File: src/rtl/fp_mac_seq.sv
// ---------------------------------------------------------------------------
// fp_mac_seq : issue sequencer for the FP MAC pipeline (one element in flight)
// Revision   : 1.0
// ---------------------------------------------------------------------------
`default_nettype none

module fp_mac_seq #(
  parameter int PIPE_DEPTH = 4,
  parameter int CNT_W      = 8
) (
  input  logic                  clock,
  input  logic                  resetn,
  input  logic                  start,
  input  logic [CNT_W-1:0]      len,
  input  logic                  abort,
  input  logic                  in_valid,
  output logic                  in_ready,
  output logic                  issue,
  output logic                  acc_sel,
  output logic [PIPE_DEPTH-1:0] stage_valid,
  output logic                  acc_we,
  output logic [CNT_W-1:0]      cnt,
  output logic                  busy,
  output logic                  done
);

  typedef enum logic [1:0] {
    S_IDLE  = 2'd0,
    S_ISSUE = 2'd1,
    S_WAIT  = 2'd2,
    S_DONE  = 2'd3
  } state_t;

  state_t                state_q, state_d;
  logic [PIPE_DEPTH-1:0] stage_valid_q, stage_valid_d;
  logic [CNT_W-1:0]      cnt_q, cnt_d;
  logic [CNT_W-1:0]      len_q, len_d;
  logic                  abort_act;

  always_ff @(posedge clock or negedge resetn) begin
    if (!resetn) begin
      state_q       <= S_IDLE;
      stage_valid_q <= '0;
      cnt_q         <= '0;
      len_q         <= '0;
    end else begin
      state_q       <= state_d;
      stage_valid_q <= stage_valid_d;
      cnt_q         <= cnt_d;
      len_q         <= len_d;
    end
  end

  always_comb begin
    state_d       = state_q;
    cnt_d         = cnt_q;
    len_d         = len_q;
    abort_act     = abort && (state_q != S_IDLE);
    in_ready      = (state_q == S_ISSUE) && !abort_act;
    issue         = in_valid && in_ready;
    acc_sel       = (cnt_q != '0);
    acc_we        = stage_valid_q[PIPE_DEPTH-1] && !abort_act;
    busy          = (state_q != S_IDLE);
    done          = (state_q == S_DONE) && !abort_act;
    stage_valid_d = {stage_valid_q[PIPE_DEPTH-2:0], issue};

    case (state_q)
      S_IDLE: begin
        if (start) begin
          len_d   = len;
          cnt_d   = '0;
          state_d = (len == '0) ? S_DONE : S_ISSUE;
        end
      end
      S_ISSUE: begin
        if (issue) begin
          cnt_d   = cnt_q + CNT_W'(1);
          state_d = S_WAIT;
        end
      end
      S_WAIT: begin
        // Next issue must wait for write-back: it consumes this result.
        if (acc_we) begin
          state_d = (cnt_q == len_q) ? S_DONE : S_ISSUE;
        end
      end
      S_DONE: begin
        state_d = S_IDLE;
      end
      default: begin
        state_d = S_IDLE;
      end
    endcase

    if (abort_act) begin
      state_d       = S_IDLE;
      stage_valid_d = '0;
    end
  end

  assign stage_valid = stage_valid_q;
  assign cnt         = cnt_q;

endmodule

`default_nettype wire

File: config.mk
export PLATFORM = sky130hd
export DESIGN_NAME = fp_mac_seq
export DESIGN_NICKNAME = d
export VERILOG_FILES = /design/src/rtl/fp_mac_seq.sv
export SDC_FILE = /design/constraint.sdc
export NUM_CORES = 1
export LEC_CHECK = 0
export CAP_MARGIN = 40
export CORE_AREA = 8 8 52 54
export DETAILED_ROUTE_END_ITERATION = 16
export DIE_AREA = 0 0 60 62
export DONT_BUFFER_PORTS = 1
export GPL_TIMING_DRIVEN = 0
export PLACE_DENSITY = 0.81
export SLEW_MARGIN = 10
export SYNTH_ARGS = -nofsm -noshare
export SYNTH_HDL_FRONTEND = slang
export SYNTH_SLANG_ARGS = --single-unit
File: constraint.sdc
create_clock -name clock -period 2.6 [get_ports clock]
set_input_delay 0.65 -clock clock [delete_from_list [all_inputs] [get_ports clock]]
set_output_delay 0.65 -clock clock [all_outputs]
set_load 0.01 [all_outputs]
==> results.cfg, run 1 <==
[sta]
min_period_ns = 2.30
hold_viol = 0
worst_pin_slew_ns = 0.587
drv_slew = 0
grt_setup_unrepaired = no
period_share_pct = 88.4
slew_headroom_pct = 60.8
max_freq_mhz = 435
setup_tns_ns = 0
fin_skew_ns = 0.0138
setup_violations = 0

[clock_tree]
clock_sinks = 22
clkTransAtPathRegs_ns = 0.13
postCtsSetupBuffers = 0
cts.repair.resized = 0
worstSkewPairLatency_ns = 0.30
cts_hold_buf = 0
numCtsBuffers = 3
htree_levels = 1
clk_root_buffer_cell = clkbuf_4
cts.path.max_buffers = 2
cts_tree = yes

[power_and_ir_drop]
p_per_area_mw_per_mm2 = 938
leakagePower_nw = 0.533
irDropWorstVdd_mv = 0.538
power_mw = 1.19

[placed_design]
place_inst = 132
place_area_mm2 = 0.00122
gp_congestion = 0.838
dp_hpwl_um = 1930
io_buffer_count = 0

[yosys]
ys_seq_elements = 22
netlist_top_cells_area = dfrtp_1, mux2_2, xnor2_1
async_reset_ff_share_pct = 100
netlist_instances = 105
syn-num-nets = 120
yosysTopAreaCellShare_pct = 46.3
syn_area_per_cell_um2 = 11.3
synth_cell_types = 38
ys_seq_area_share_pct = 46.3
ys.flop_type = dfrtp_1
synth_top_cells_by_count = dfrtp_1, xnor2_1, mux2_2, nor2_1
synth_edf_count = 0
syn_area_mm2 = 0.00119
yosys.area.top_type = dfrtp_1
yosysMostFrequentCell = dfrtp_1
yosysWarnings = 0

[cells_and_area]
area_growth_pct = 6.74
fin_nets = 126
nFillCells = 147
layout-drive-gt1-share_pct = 22.7
fin_area_mm2 = 0.00127
antenna_cells = 0
fin_util_pct = 66.7
fin_cells = 137

[floorplan]
start_util_pct = 62.5
die_y_um = 62
io_pins = 31
fp.dieW_um = 60
core_area_mm2 = 0.00190
fp-row-count = 16
fp.dieArea_mm2 = 0.00372

[routing]
dr.pass1.iters = 4
ant_nets = 0
vias = 798
vias_per_cell = 5.82
drcViolationCount = 0
wirelength_um = 2450
drt_iter0_drc = 17
post_drt_wl_per_cell_um = 17.9

[setup_path]
crit_required_ns = 1.95
crit_type = register to primary output
reg2regPathDepth = 4
crit_fanout = 10
setup.worst_path.end_class = primary output
worstPathArrival_ns = 1.65
start_kind = register

[run]
maxCapViolCount = 0

[grt]
grt-ovfl-total = 0
grt_pass1_vias = 813
track_usage_pct = 14.7
grt_pass1_wl_um = 4100
grt_antenna_before_repair = 0
grt_max_degree = 23

[min_path]
hp-class = input pin to asynchronous set/reset pin

[outcome]
outcome = completed
## critical path, cell delays in order (launching register included)
cell and delay, ns:
dfrtp_1 0.47, buf_4 0.20, or2_2 0.35, nand2_1 0.13, and2_1 0.19
## worst paths after layout
path                            slack (ns)             end        from
max in group asynchronous             1.45        len_q[1]      resetn
worst min-delay path                  0.03          cnt[3]      resetn
worst max-delay path                  0.30          acc_we  state_q[1]
min in group clock                    0.42  stage_valid[0]       abort
worst max register to register        0.88        len_q[3]  state_q[0]
worst min register to register        0.54        len_q[6]    len_q[6]
## routing by layer
metal	global-route usage [%]	up-vias	part of all wire (%)
met3	4.32	2	6.1
li1	-	381	-
met2	26.8	20	52
met1	16.2	395	42
met4	4.08	0	0.57
met5	0	-	0
## placed cells by master (no fill, tap or decap), types with 2 or more instances in the layout
cell | netlist | routed
nand2_1 | 5 | 5
a21oi_1 | 5 | 5
nor2_1 | 7 | 7
or2_2 | 2 | 2
and2_1 | 4 | 4
clkbuf_4 | 0 | 3
xor2_1 | 3 | 3
inv_1 | 4 | 4
ha_1 | 2 | 2
dfrtp_1 | 22 | 22
nand4_1 | 4 | 4
xnor2_1 | 10 | 10
nor4_1 | 2 | 2
mux2_2 | 8 | 8
nand3_1 | 3 | 3
## area by class of cell
type                            instances  area (um2)  share of cell area [%]
Inverter                                4        15.0                    1.18
Timing Repair Buffer                    1        10.0                   0.789
Multi-Input combinational cell         74         591                    46.5
Clock buffer                            4        36.3                    2.86
Buffer                                  5        32.5                    2.56
Tap cell                               27        33.8                    2.66
Sequential cell                        22         551                    43.4
## sequential cells by signal, indices dropped and copies added (netlist names)
name / cells
cnt: 8
len_q: 8
stage_valid: 4
state_q: 2
## power by group
group          internal [mW]  total (mW)  switching [mW]
sequential             0.440       0.553           0.113
clock                 0.0853       0.186           0.101
combinational          0.230       0.451           0.221
## kinds of logic (layout without fill, tap and decap cells)
kind of cell	count (synthesis)	after routing	synth area share, %
multiplexers	9	9	8.42
buffers and inverters	9	14	4.00
AO/OA/AOI/OAI	13	13	9.68
AND/OR/NAND/NOR	37	37	19.9
adder cells (fa/ha/maj)	2	2	2.10
XOR/XNOR	13	13	9.58
flip-flops	22	22	46.3
## metrics by stage
stage	worst slack, ns	hold slack (ns)
finish	0.301	0.0336
global route	0.212	0.00438
CTS	0.289	0.00666
detailed placement	0.646	0.355
global placement	0.663	0.355
floorplan	0.748	0.354
(Power assumes the default switching activity.)
==> inputs of run 2 (changes only) <==
- ABC_AREA: default -> 1
- CORE_AREA: 8 8 52 54 -> 8 8 50 61
- CTS_CLUSTER_SIZE: default -> 8
- DIE_AREA: 0 0 60 62 -> 0 0 58 69
- PLACE_DENSITY: 0.81 -> 0.8
==> run 2 against run 1 <==
Effect of this change:
- final area is 8.6% higher
- setup slack better by 0.19 ns
- via count is 34% higher
- synthesized area is 9.8% higher
- non-clock buffer count is 2 lower
- worst hold slack worse by 0.0074 ns
- critical path depth is 1 higher
- sequential cell count stayed put
- sequential power is 2% lower
- maximum frequency is 8.9% higher
- final cell count is 42% higher
- combinational power is 13% higher
- critical endpoint unchanged
- largest power group unchanged
==> results.cfg, run 2 <==
[clock_tree]
clock_sinks = 22
cts.path.max_buffers = 2
worstSkewPairLatency_ns = 0.31
clkTransAtPathRegs_ns = 0.11
htree_levels = 1
cts.repair.resized = 0
postCtsSetupBuffers = 0
clk_root_buffer_cell = clkbuf_4
cts_tree = yes
numCtsBuffers = 3

[setup_path]
start_kind = register
worstPathArrival_ns = 1.46
crit_type = register to primary output
startpoint = state_q[1]
crit_fanout = 5
crit_slowest_cell = dfrtp_1
cpPeakStageDelay_ns = 0.48
cp_top_family = simple AND/OR/NAND/NOR gates
crit_buf_inv = 2
cp_cell_sequence = nor2_2 -> inv_2 -> nand2_1 -> inv_1 -> nor2_1
setup.worst_path.end_class = primary output
r2r_start = cnt[2]
crit_required_ns = 1.95

[sta]
fin_skew_ns = 0.00931
min_period_ns = 2.11
drv_slew = 0
slew_headroom_pct = 65.8
setup_violations = 0
setup_tns_ns = 0
hold_viol = 0
max_freq_mhz = 473
period_share_pct = 81.2
worst_pin_slew_ns = 0.512
grt_setup_unrepaired = no

[yosys]
yosysTopAreaCellShare_pct = 42.2
muxShareOfSynthArea_pct = 0
async_reset_ff_share_pct = 100
syn_area_mm2 = 0.00131
synth_xor_area_share_pct = 1.34
ys_seq_area_share_pct = 42.2
synth_top_cells_by_count = nand2_1, inv_1, dfrtp_1, nor2_1, nand4_1
netlist_top_cells_area = dfrtp_1, nand2_1, inv_1
ys.flop_type = dfrtp_1
ys_seq_elements = 22
synth_compound_area_share_pct = 10.4
syn_area_per_cell_um2 = 7.77
yosysMostFrequentCell = nand2_1
synth_cell_types = 25
synth-simple-area-share_pct = 31.1
synth_fa_ha_area_share_pct = 1.92
yosysWarnings = 0
syn-num-nets = 183
synth_top_family_by_area = simple AND/OR/NAND/NOR gates
netlist_instances = 168
yosys.area.top_type = dfrtp_1
synth_edf_count = 0

[cells_and_area]
antenna_cells = 0
layout-drive-gt1-share_pct = 16.2
multi_input_area_um2 = 583
layout_common_cells = nand2_1, inv_1, dfrtp_1
area_growth_pct = 5.56
regArea_um2 = 551
layout_commonest_cell = nand2_1
fin_area_mm2 = 0.00138
fin_nets = 189
nFillCells = 186

[floorplan]
fp-row-count = 19
io_pins = 31
die_y_um = 69
fp.dieW_um = 58
fp.dieArea_mm2 = 0.00400
core_area_mm2 = 0.00214
start_util_pct = 61.0

[routing]
vias_per_cell = 5.50
wirelength_um = 2660
vias = 1067
dr.pass1.iters = 4
ant_nets = 0
wl_met1_um = 1120
top_layer = met4
post_drt_wl_per_cell_um = 13.7
met3WireLength_um = 137
drt_iter0_drc = 45
wl_met2_um = 1350
drcViolationCount = 0

[placed_design]
place_area_mm2 = 0.00133
gp_congestion = 0.878
io_buffer_count = 0
dp_hpwl_um = 2170

[grt]
grt_pass1_vias = 1050
track_usage_pct = 14.0
grt_max_degree = 23
grt_pass1_wl_um = 4610
grt_antenna_before_repair = 0
grt-ovfl-total = 0

[power_and_ir_drop]
leakagePower_nw = 0.736
irDropWorstVdd_mv = 0.549
p_per_area_mw_per_mm2 = 898

[run]
maxCapViolCount = 0

[outcome]
outcome = completed

[min_path]
hp-class = input pin to asynchronous set/reset pin
## run 2: through the flow
stage	setup WS, ns	utilization [%]	hold WS [ns]	std cells	power (mW)
floorplan	0.916	-	0.354	168	0.956
global placement	0.834	62.2	0.355	189	1.04
detailed placement	0.820	62.2	0.355	189	1.06
CTS	0.466	63.9	0.0134	193	1.25
global route	0.365	64.4	-0.000131	194	1.34
finish	0.488	64.4	0.0261	194	1.24
## run 2: metal layers
layer	vias up	global-route usage [%]
met5	-	0
met4	0	5.74
met3	7	2.41
met2	33	24.1
met1	492	16.2
li1	535	-
## run 2: power breakdown
part	total, mW	internal (mW)	switching (mW)
logic	0.511	0.193	0.318
registers	0.540	0.434	0.105
clock network	0.187	0.0855	0.101
## run 2: logic make-up (layout without fill, tap and decap cells)
logic type	count (synthesis)	count (layout)
compound gates	21	21
fa+ha+maj	2	2
flops	22	22
xor+xnor	2	2
buf+inv	39	44
simple gates	82	82
## run 2: repair_timing
| action | CTS | global route |
|---|---|---|
| endpoints found under the setup margin | 0 | 0 |
| endpoints found under the hold margin | 0 | 12 |
| hold buffers | 0 | 1 |
## run 2: area by class of cell
cell class                 instances  area share, %
timing repair buffer               1          0.727
sequential                        22           40.0
clock buffer                       4           2.63
multi-input combinational        107           42.3
tap                               21           1.91
inverter                          36           9.81
buffer                             3           2.63
## run 2: final timing paths
kind	to	slack (ns)	depth (start not counted)
max in group asynchronous	len_q[1]	1.53	1
worst max register to register	cnt[5]	1.14	5
min in group clock	len_q[1]	0.47	2
worst max-delay path	acc_we	0.49	5
worst min register to register	len_q[0]	0.53	2
worst min-delay path	stage_valid[0]	0.03	0
